## src/rtl/pipelined_addsub_if.sv

```systemverilog
// pipelined_addsub_if: operand/result handshake bundle for the pipelined adder-subtractor.
interface pipelined_addsub_if #(
   parameter int WIDTH = 32
);
   logic             in_valid;
   logic             in_ready;
   logic [WIDTH-1:0] A;
   logic [WIDTH-1:0] B;
   logic             Cin;
   logic             op;
   logic             out_valid;
   logic             out_ready;
   logic [WIDTH-1:0] Sum;
   logic             Cout;
   logic             Z;
   logic             N;
   logic             V;
   modport master (
      output in_valid, A, B, Cin, op, out_ready,
      input  in_ready, out_valid, Sum, Cout, Z, N, V
   );
   modport slave (
      input  in_valid, A, B, Cin, op, out_ready,
      output in_ready, out_valid, Sum, Cout, Z, N, V
   );
endinterface

```

## src/rtl/pipelined_addsub.sv

```systemverilog
// pipelined_addsub: add / subtract-with-borrow split into STAGES ripple chunks, one chunk per stage.
module pipelined_addsub #(
   parameter int WIDTH  = 32,
   parameter int STAGES = 4
) (
   input logic               clk,
   input logic               rst,
   pipelined_addsub_if.slave bus
);
   localparam int CHUNK = WIDTH / STAGES;
   logic             adv;
   logic [WIDTH-1:0] a_s [STAGES];
   logic [WIDTH-1:0] b_s [STAGES];
   logic [WIDTH-1:0] r_s [STAGES];
   logic             c_s [STAGES];
   logic             v_s [STAGES];
   logic [WIDTH-1:0] r_d [STAGES];
   logic [CHUNK:0]   part_d [STAGES];
   logic [WIDTH-1:0] a_q [STAGES];
   logic [WIDTH-1:0] b_q [STAGES];
   logic [WIDTH-1:0] r_q [STAGES];
   logic             c_q [STAGES];
   logic             v_q [STAGES];
   logic             out_valid_q;
   logic [WIDTH-1:0] sum_q;
   logic             cout_q, z_q, n_q, ov_q;
   assign adv = !out_valid_q || bus.out_ready;
   // Subtract is folded in at entry: B is inverted and the borrow becomes carry-in !Cin.
   always_comb begin
      a_s[0] = bus.A;
      b_s[0] = bus.op ? ~bus.B : bus.B;
      c_s[0] = bus.Cin ^ bus.op;
      r_s[0] = '0;
      v_s[0] = bus.in_valid;
      for (int k = 1; k < STAGES; k++) begin
         a_s[k] = a_q[k-1];
         b_s[k] = b_q[k-1];
         c_s[k] = c_q[k-1];
         r_s[k] = r_q[k-1];
         v_s[k] = v_q[k-1];
      end
      for (int k = 0; k < STAGES; k++) begin
         part_d[k] = {1'b0, a_s[k][k*CHUNK +: CHUNK]} + {1'b0, b_s[k][k*CHUNK +: CHUNK]}
                   + {{CHUNK{1'b0}}, c_s[k]};
         r_d[k] = r_s[k];
         r_d[k][k*CHUNK +: CHUNK] = part_d[k][CHUNK-1:0];
      end
   end
   // The last stage lands directly in the output registers together with its flags.
   always_ff @(posedge clk) begin
      if (rst) begin
         for (int k = 0; k < STAGES - 1; k++) v_q[k] <= 1'b0;
         out_valid_q <= 1'b0;
         sum_q       <= '0;
         cout_q      <= 1'b0;
         z_q         <= 1'b0;
         n_q         <= 1'b0;
         ov_q        <= 1'b0;
      end else if (adv) begin
         for (int k = 0; k < STAGES - 1; k++) begin
            v_q[k] <= v_s[k];
            a_q[k] <= a_s[k];
            b_q[k] <= b_s[k];
            r_q[k] <= r_d[k];
            c_q[k] <= part_d[k][CHUNK];
         end
         out_valid_q <= v_s[STAGES-1];
         sum_q       <= r_d[STAGES-1];
         cout_q      <= part_d[STAGES-1][CHUNK];
         z_q         <= ~|r_d[STAGES-1];
         n_q         <= r_d[STAGES-1][WIDTH-1];
         ov_q        <= (a_s[STAGES-1][WIDTH-1] == b_s[STAGES-1][WIDTH-1])
                     && (r_d[STAGES-1][WIDTH-1] != a_s[STAGES-1][WIDTH-1]);
      end
   end
   assign bus.in_ready  = adv;
   assign bus.out_valid = out_valid_q;
   assign bus.Sum       = sum_q;
   assign bus.Cout      = cout_q;
   assign bus.Z         = z_q;
   assign bus.N         = n_q;
   assign bus.V         = ov_q;
endmodule

```

## src/flat_wrapper.sv

```systemverilog
// flat-port wrapper written by rule: the top's interface ports become plain ports
module pipelined_addsub_flat 
#(
   parameter int WIDTH  = 32,
   parameter int STAGES = 4
)
  (clk, rst, bus_in_valid, bus_A, bus_B, bus_Cin, bus_op, bus_out_ready, bus_in_ready, bus_out_valid, bus_Sum, bus_Cout, bus_Z, bus_N, bus_V);
  pipelined_addsub_if #(.WIDTH(WIDTH)) bus_i ();
  input logic clk;
  input logic rst;
  input wire logic [$bits(bus_i.in_valid)-1:0] bus_in_valid;
  input wire logic [$bits(bus_i.A)-1:0] bus_A;
  input wire logic [$bits(bus_i.B)-1:0] bus_B;
  input wire logic [$bits(bus_i.Cin)-1:0] bus_Cin;
  input wire logic [$bits(bus_i.op)-1:0] bus_op;
  input wire logic [$bits(bus_i.out_ready)-1:0] bus_out_ready;
  output wire logic [$bits(bus_i.in_ready)-1:0] bus_in_ready;
  output wire logic [$bits(bus_i.out_valid)-1:0] bus_out_valid;
  output wire logic [$bits(bus_i.Sum)-1:0] bus_Sum;
  output wire logic [$bits(bus_i.Cout)-1:0] bus_Cout;
  output wire logic [$bits(bus_i.Z)-1:0] bus_Z;
  output wire logic [$bits(bus_i.N)-1:0] bus_N;
  output wire logic [$bits(bus_i.V)-1:0] bus_V;
  assign bus_i.in_valid = bus_in_valid;
  assign bus_i.A = bus_A;
  assign bus_i.B = bus_B;
  assign bus_i.Cin = bus_Cin;
  assign bus_i.op = bus_op;
  assign bus_i.out_ready = bus_out_ready;
  assign bus_in_ready = bus_i.in_ready;
  assign bus_out_valid = bus_i.out_valid;
  assign bus_Sum = bus_i.Sum;
  assign bus_Cout = bus_i.Cout;
  assign bus_Z = bus_i.Z;
  assign bus_N = bus_i.N;
  assign bus_V = bus_i.V;
  pipelined_addsub #(.WIDTH(WIDTH), .STAGES(STAGES)) u_core (.clk(clk), .rst(rst), .bus(bus_i));
endmodule
```

## config.mk

```make
export PLATFORM = sky130hd
export DESIGN_NAME = pipelined_addsub_flat
export DESIGN_NICKNAME = d
export VERILOG_FILES = /design/src/rtl/pipelined_addsub_if.sv /design/src/rtl/pipelined_addsub.sv /design/src/flat_wrapper.sv
export SDC_FILE = /design/constraint.sdc
export NUM_CORES = 1
export LEC_CHECK = 0
export ABC_AREA = 1
export ABC_CLOCK_PERIOD_IN_PS = 6300
export CORE_UTILIZATION = 45
export DETAILED_ROUTE_END_ITERATION = 16
export PLACE_DENSITY = 0.74
export SETUP_SLACK_MARGIN = 0.4
export SYNTH_ARGS = -nofsm -noshare
export SYNTH_HDL_FRONTEND = slang
export SYNTH_SLANG_ARGS = --single-unit
```

## constraint.sdc

```tcl
create_clock -name clk -period 6.3 [get_ports clk]
set_clock_uncertainty 0.05 [all_clocks]
set_input_delay 1.575 -clock clk [delete_from_list [all_inputs] [get_ports clk]]
set_output_delay 1.575 -clock clk [all_outputs]
set_load 0.005 [all_outputs]
```

* Yosys cells after proc, flatten, opt, wreduce, memory -nomap -nowiden
Memory sizes are Yosys's and may differ from the RTL's. A register that Yosys moved wholly into a read port is not among the register bits.
Cells that the tools add are included.
** Storage, ports and cells
- Bits in writable memories :: 392
- Memories kept :: 5
- Register bits :: 36
- Input port bits :: 70
- Logic and storage cells :: 39
- Output and inout bits :: 38
** Cells by class
- Bitwise gates (word level) :: 5
- Reductions and logical operators :: 5
- $add $sub $neg :: 8
- Multiplexer cells :: 9
- Equality and inequality tests :: 2
** Memories
- u_core.a_q :: depth 4, bits a word 32, read ports 3, clocked after Yosys merged registers in 0, write ports 3, RTL line pipelined_addsub.sv:19 : logic [WIDTH-1:0] a_q [STAGES];
- u_core.b_q :: depth 4, bits a word 32, read ports 3, clocked after Yosys merged registers in 0, write ports 3, RTL line pipelined_addsub.sv:20 : logic [WIDTH-1:0] b_q [STAGES];
- u_core.r_q :: depth 4, bits a word 32, read ports 3, clocked after Yosys merged registers in 0, write ports 3, RTL line pipelined_addsub.sv:21 : logic [WIDTH-1:0] r_q [STAGES];
- u_core.c_q :: depth 4, bits a word 1, read ports 3, clocked after Yosys merged registers in 0, write ports 3, RTL line pipelined_addsub.sv:22 : logic c_q [STAGES];
- u_core.v_q :: depth 4, bits a word 1, read ports 3, clocked after Yosys merged registers in 1, write ports 3, RTL line pipelined_addsub.sv:23 : logic v_q [STAGES];
** Operators with widths (number)
- adder 8 x 8 -> 9 bit :: 4
- adder 9 x 1 -> 9 bit :: 4
- two-way mux 32 bit :: 1
- inverter 32 bit :: 1
- OR reduction 32 bit :: 1
- two-way mux 1 bit :: 8
- OR 1 bit :: 3
- logical NOT 1 bit :: 2
- == test 1 bit :: 1
- logical AND 1 bit :: 1
- logical OR 1 bit :: 1
- inequality test 1 bit :: 1
- bitwise XOR 1 bit :: 1

* Depth between registers and ports, before layout
- Depth in word-level cells :: 6
- Gate-level depth with buffers :: 12
- Gate-level depth less buffers :: 12

* Worst setup path before layout
No wires, ideal clock.
- Path kind :: input -> register
- Start point :: input port bus_out_ready
- End point :: memory u_core.a_q[0][10] (enable)
- Path buffers :: 1
- Data required time :: 5682 ps
- Arrival time :: 5895 ps
- Library setup time :: 568 ps
- Stages on the path :: 3
- Slack :: -213 ps
- Cell sequence :: nor2_4 nor2_4 buf_1
** RTL lines
- start, declared :: RTL line flat_wrapper.sv:16 : input wire logic [$bits(bus_i.out_ready)-1:0] bus_out_ready;
- end, declared :: RTL line pipelined_addsub.sv:19

* Worst setup path after layout
- Start point :: input port bus_out_ready
- End point :: output port bus_in_ready
** On the way
- Longest elaborated chain between the ends :: 1
** RTL lines
- logical OR 1 bit :: RTL line pipelined_addsub.sv:27 : assign adv = !out_valid_q || bus.out_ready;
- end, declared :: RTL line flat_wrapper.sv:17 : output wire logic [$bits(bus_i.in_ready)-1:0] bus_in_ready;
Every way passes these cells.

==> qor.yml <==
ys_seq_area_share_pct: 68.8
postPlaceCellArea_um2: 8890
wl_per_cell_um: 13.5
min_period_over_period_pct: 68.9
hp-start: "u_core.r_q[0][1]$_DFFE_PP_"
reg2reg_slack_ns: 3.95
synth_area_leaders: "edfxtp_1, dfxtp_1, nand2_1"
grt_start_max_net_pins: 71
hold_class: "register to register"
wirelength_um: 12700
clock_latency_ns: 0.43
setup_viol: 0
vias_per_cell: 4.78
outcome: "complete, no violations"
cpMostUsedCell: "clkdlybuf4s50_1"
synth-edff-count: 150
cts_root_buffer: "clkbuf_16"
ctsHoldBuffers: 0
grt-ovfl-total: 0
grt_usage_pct: 15.5
ys_ff_latch: 186
io-pin-count: 108
synthArstFlopShare_pct: 0
cts_buffer_depth: 2
arrival_ns: 2.72
cp-start-kind: "input port"
grt_first_pass_wirelength_um: 20900
tritoncts: "done"
finalInstanceArea_um2: 9430
rows: 47
cts_resized: 0
p_total_mw: 2.86
slew_headroom_pct: 36.5
drv_cap: 0
path_cells: "clkdlybuf4s50_1 > nor2_4 > inv_2 > clkdlybuf4s50_1"
syn_area_um2: 7600
port_buffers: 107
postSynthAreaPerCell_um2: 13.0
fin_util_pct: 57.0
die_x_um: 132
post-place-ws_ns: 1.88
cp.required_ns: 4.68
grt_pass1_vias: 4445
drt_pass1_iterations: 5
worst_pin_slew_ns: 0.953
num-nets-final: 808
num_vias: 4472
cp-end-kind: "output port"
synth.most_common_cell: "edfxtp_1"
first_iter_violations: 308
core_um2: 16500
synth_flop_cell: "edfxtp_1"
fmax_mhz: 230
worst_slack_ns: 1.96
synth_common_cells: "edfxtp_1, nand2_1, inv_1"
syn_nets: 691
die_area_um2: 17400
rsz0062_at_grt: "false"
die_h_um: 132
finalHoldViolations: 0
final_cells: 935
crit_type: "input port to output port"
drtAntennaViolNets: 0
ir_worst_vdd_uv: 202
postCtsSetupBuffers: 0
dp_hpwl_um: 9010
r2r_end: "u_core.bus.Z$_SDFFE_PP0P_"
syn2layout_area_growth_pct: 24.1
crit_path_top_delay_cell: "clkdlybuf4s50_1"
place.gp.congestion: 0.896
leakagePower_nw: 3.72
drv_slew: 0
antenna_found_initial: 0
yosysTopAreaCell: "edfxtp_1"
clock-sinks: 186
antenna_cells: 0
start_util_pct: 46.0
holdPathEnd: "u_core.r_q[0][33]$_DFFE_PP_"
reg2reg_depth: 11
ys_warn_count: 0
numCtsBuffers: 17
clk_pin_slew_worst_paths_ns: 0.06
reg2reg_from: "u_core.a_q[0][88]$_DFFE_PP_"
holdWs_ns: 0.366
worstPathMaxFanout: 3
ys_types: 29
drc: 0
netlist.area_leader.share_pct: 59.3
setup_tns_ns: 0
final_layout_size_suffix_gt1_share_pct: 6.15
fin_crit_ns: 4.34
p_per_area_nw_per_um2: 304
postSynthCellCount: 585
htreeDepth: 4
dp.cells: 903
crit_path_max_incr_delay_ns: 0.51
holdPathStages: 0
==> cell families (layout without fill, tap and decap cells) <==
kind of cell | Yosys count | in the layout | share of synthesized area [%]
buf+inv | 86 | 216 | 4.64
compound gates | 57 | 57 | 4.36
simple gates | 168 | 168 | 9.52
xor+xnor | 52 | 52 | 5.99
flops | 186 | 186 | 68.8
fa+ha+maj | 36 | 36 | 6.72
==> worst max-delay path by stage <==
stage	startpoint	to	slack (ns)	cells after the start
2_1_floorplan	bus_out_ready	u_core.a_q[0][10]$_DFFE_PP_	1.95	3
3_3_place_gp	bus_out_ready	bus_in_ready	1.97	4
3_5_place_dp	bus_op	u_core.r_q[0][6]$_DFFE_PP_	1.88	9
4_1_cts	bus_out_ready	bus_in_ready	1.95	4
5_1_grt	bus_out_ready	bus_in_ready	1.92	4
6_report	bus_out_ready	bus_in_ready	1.96	4
==> placed cells by master (no fill, tap or decap), drive strengths merged <==
| master | instances |
|---|---|
| edfxtp | 150 |
| nand2 | 108 |
| clkdlybuf4s50 | 106 |
| inv | 75 |
| xor2 | 44 |
| dfxtp | 36 |
| o21ai | 30 |
| ha | 28 |
| nor2 | 25 |
| a21oi | 22 |
| clkbuf | 21 |
| nand3 | 18 |
| nand4 | 12 |
| xnor2 | 8 |
| fa | 8 |
| clkinv | 6 |
| buf | 4 |
| nor3 | 3 |
| o211ai | 3 |
| clkinvlp | 3 |
| a22o | 2 |
| nand3b | 1 |
| or2 | 1 |
| bufinv | 1 |
==> cell type report <==
type / count / area [um^2]
sequential: 186 / 5230
clock buffer: 21 / 440
inverter: 74 / 278
timing repair buffer: 110 / 1090
clock inverter: 11 / 98.8
multi-input combinational: 313 / 2020
fill: 1321 / 7100
tap: 220 / 275
==> state kept, by name, summed over array words and instances (netlist names) <==
| signal | flops |
|---|---|
| u_core.r_q | 48 |
| u_core.bus.V | 1 |
| u_core.bus.Cout | 1 |
| u_core.bus.Z | 1 |
| u_core.a_q | 48 |
| u_core.b_q | 48 |
| u_core.bus.N | 1 |
| u_core.bus.out_valid | 1 |
| u_core.c_q | 3 |
| u_core.bus.Sum | 31 |
| u_core.v_q | 3 |
==> worst max-delay path, delay by kind of cell <==
kind / cells / cell delay (ns)
buffers and inverters: 3 / 1.07
and+or+nand+nor: 1 / 0.07
==> power breakdown <==
part | total (mW) | internal (mW) | switching, mW | leakage (nW)
registers | 1.52 | 1.48 | 0.0434 | 1.77
logic | 0.368 | 0.176 | 0.192 | 1.69
clock network | 0.972 | 0.543 | 0.429 | 0.257
==> metal layers <==
layer	vias up	GRT usage, %	part of all wire (%)
li1	2214	-	-
met1	2100	18.2	42
met2	132	27.1	51
met3	26	3.69	5.1
met4	0	7.11	2.0
met5	-	0	0
No activity file was read; power rests on OpenSTA's default activity.
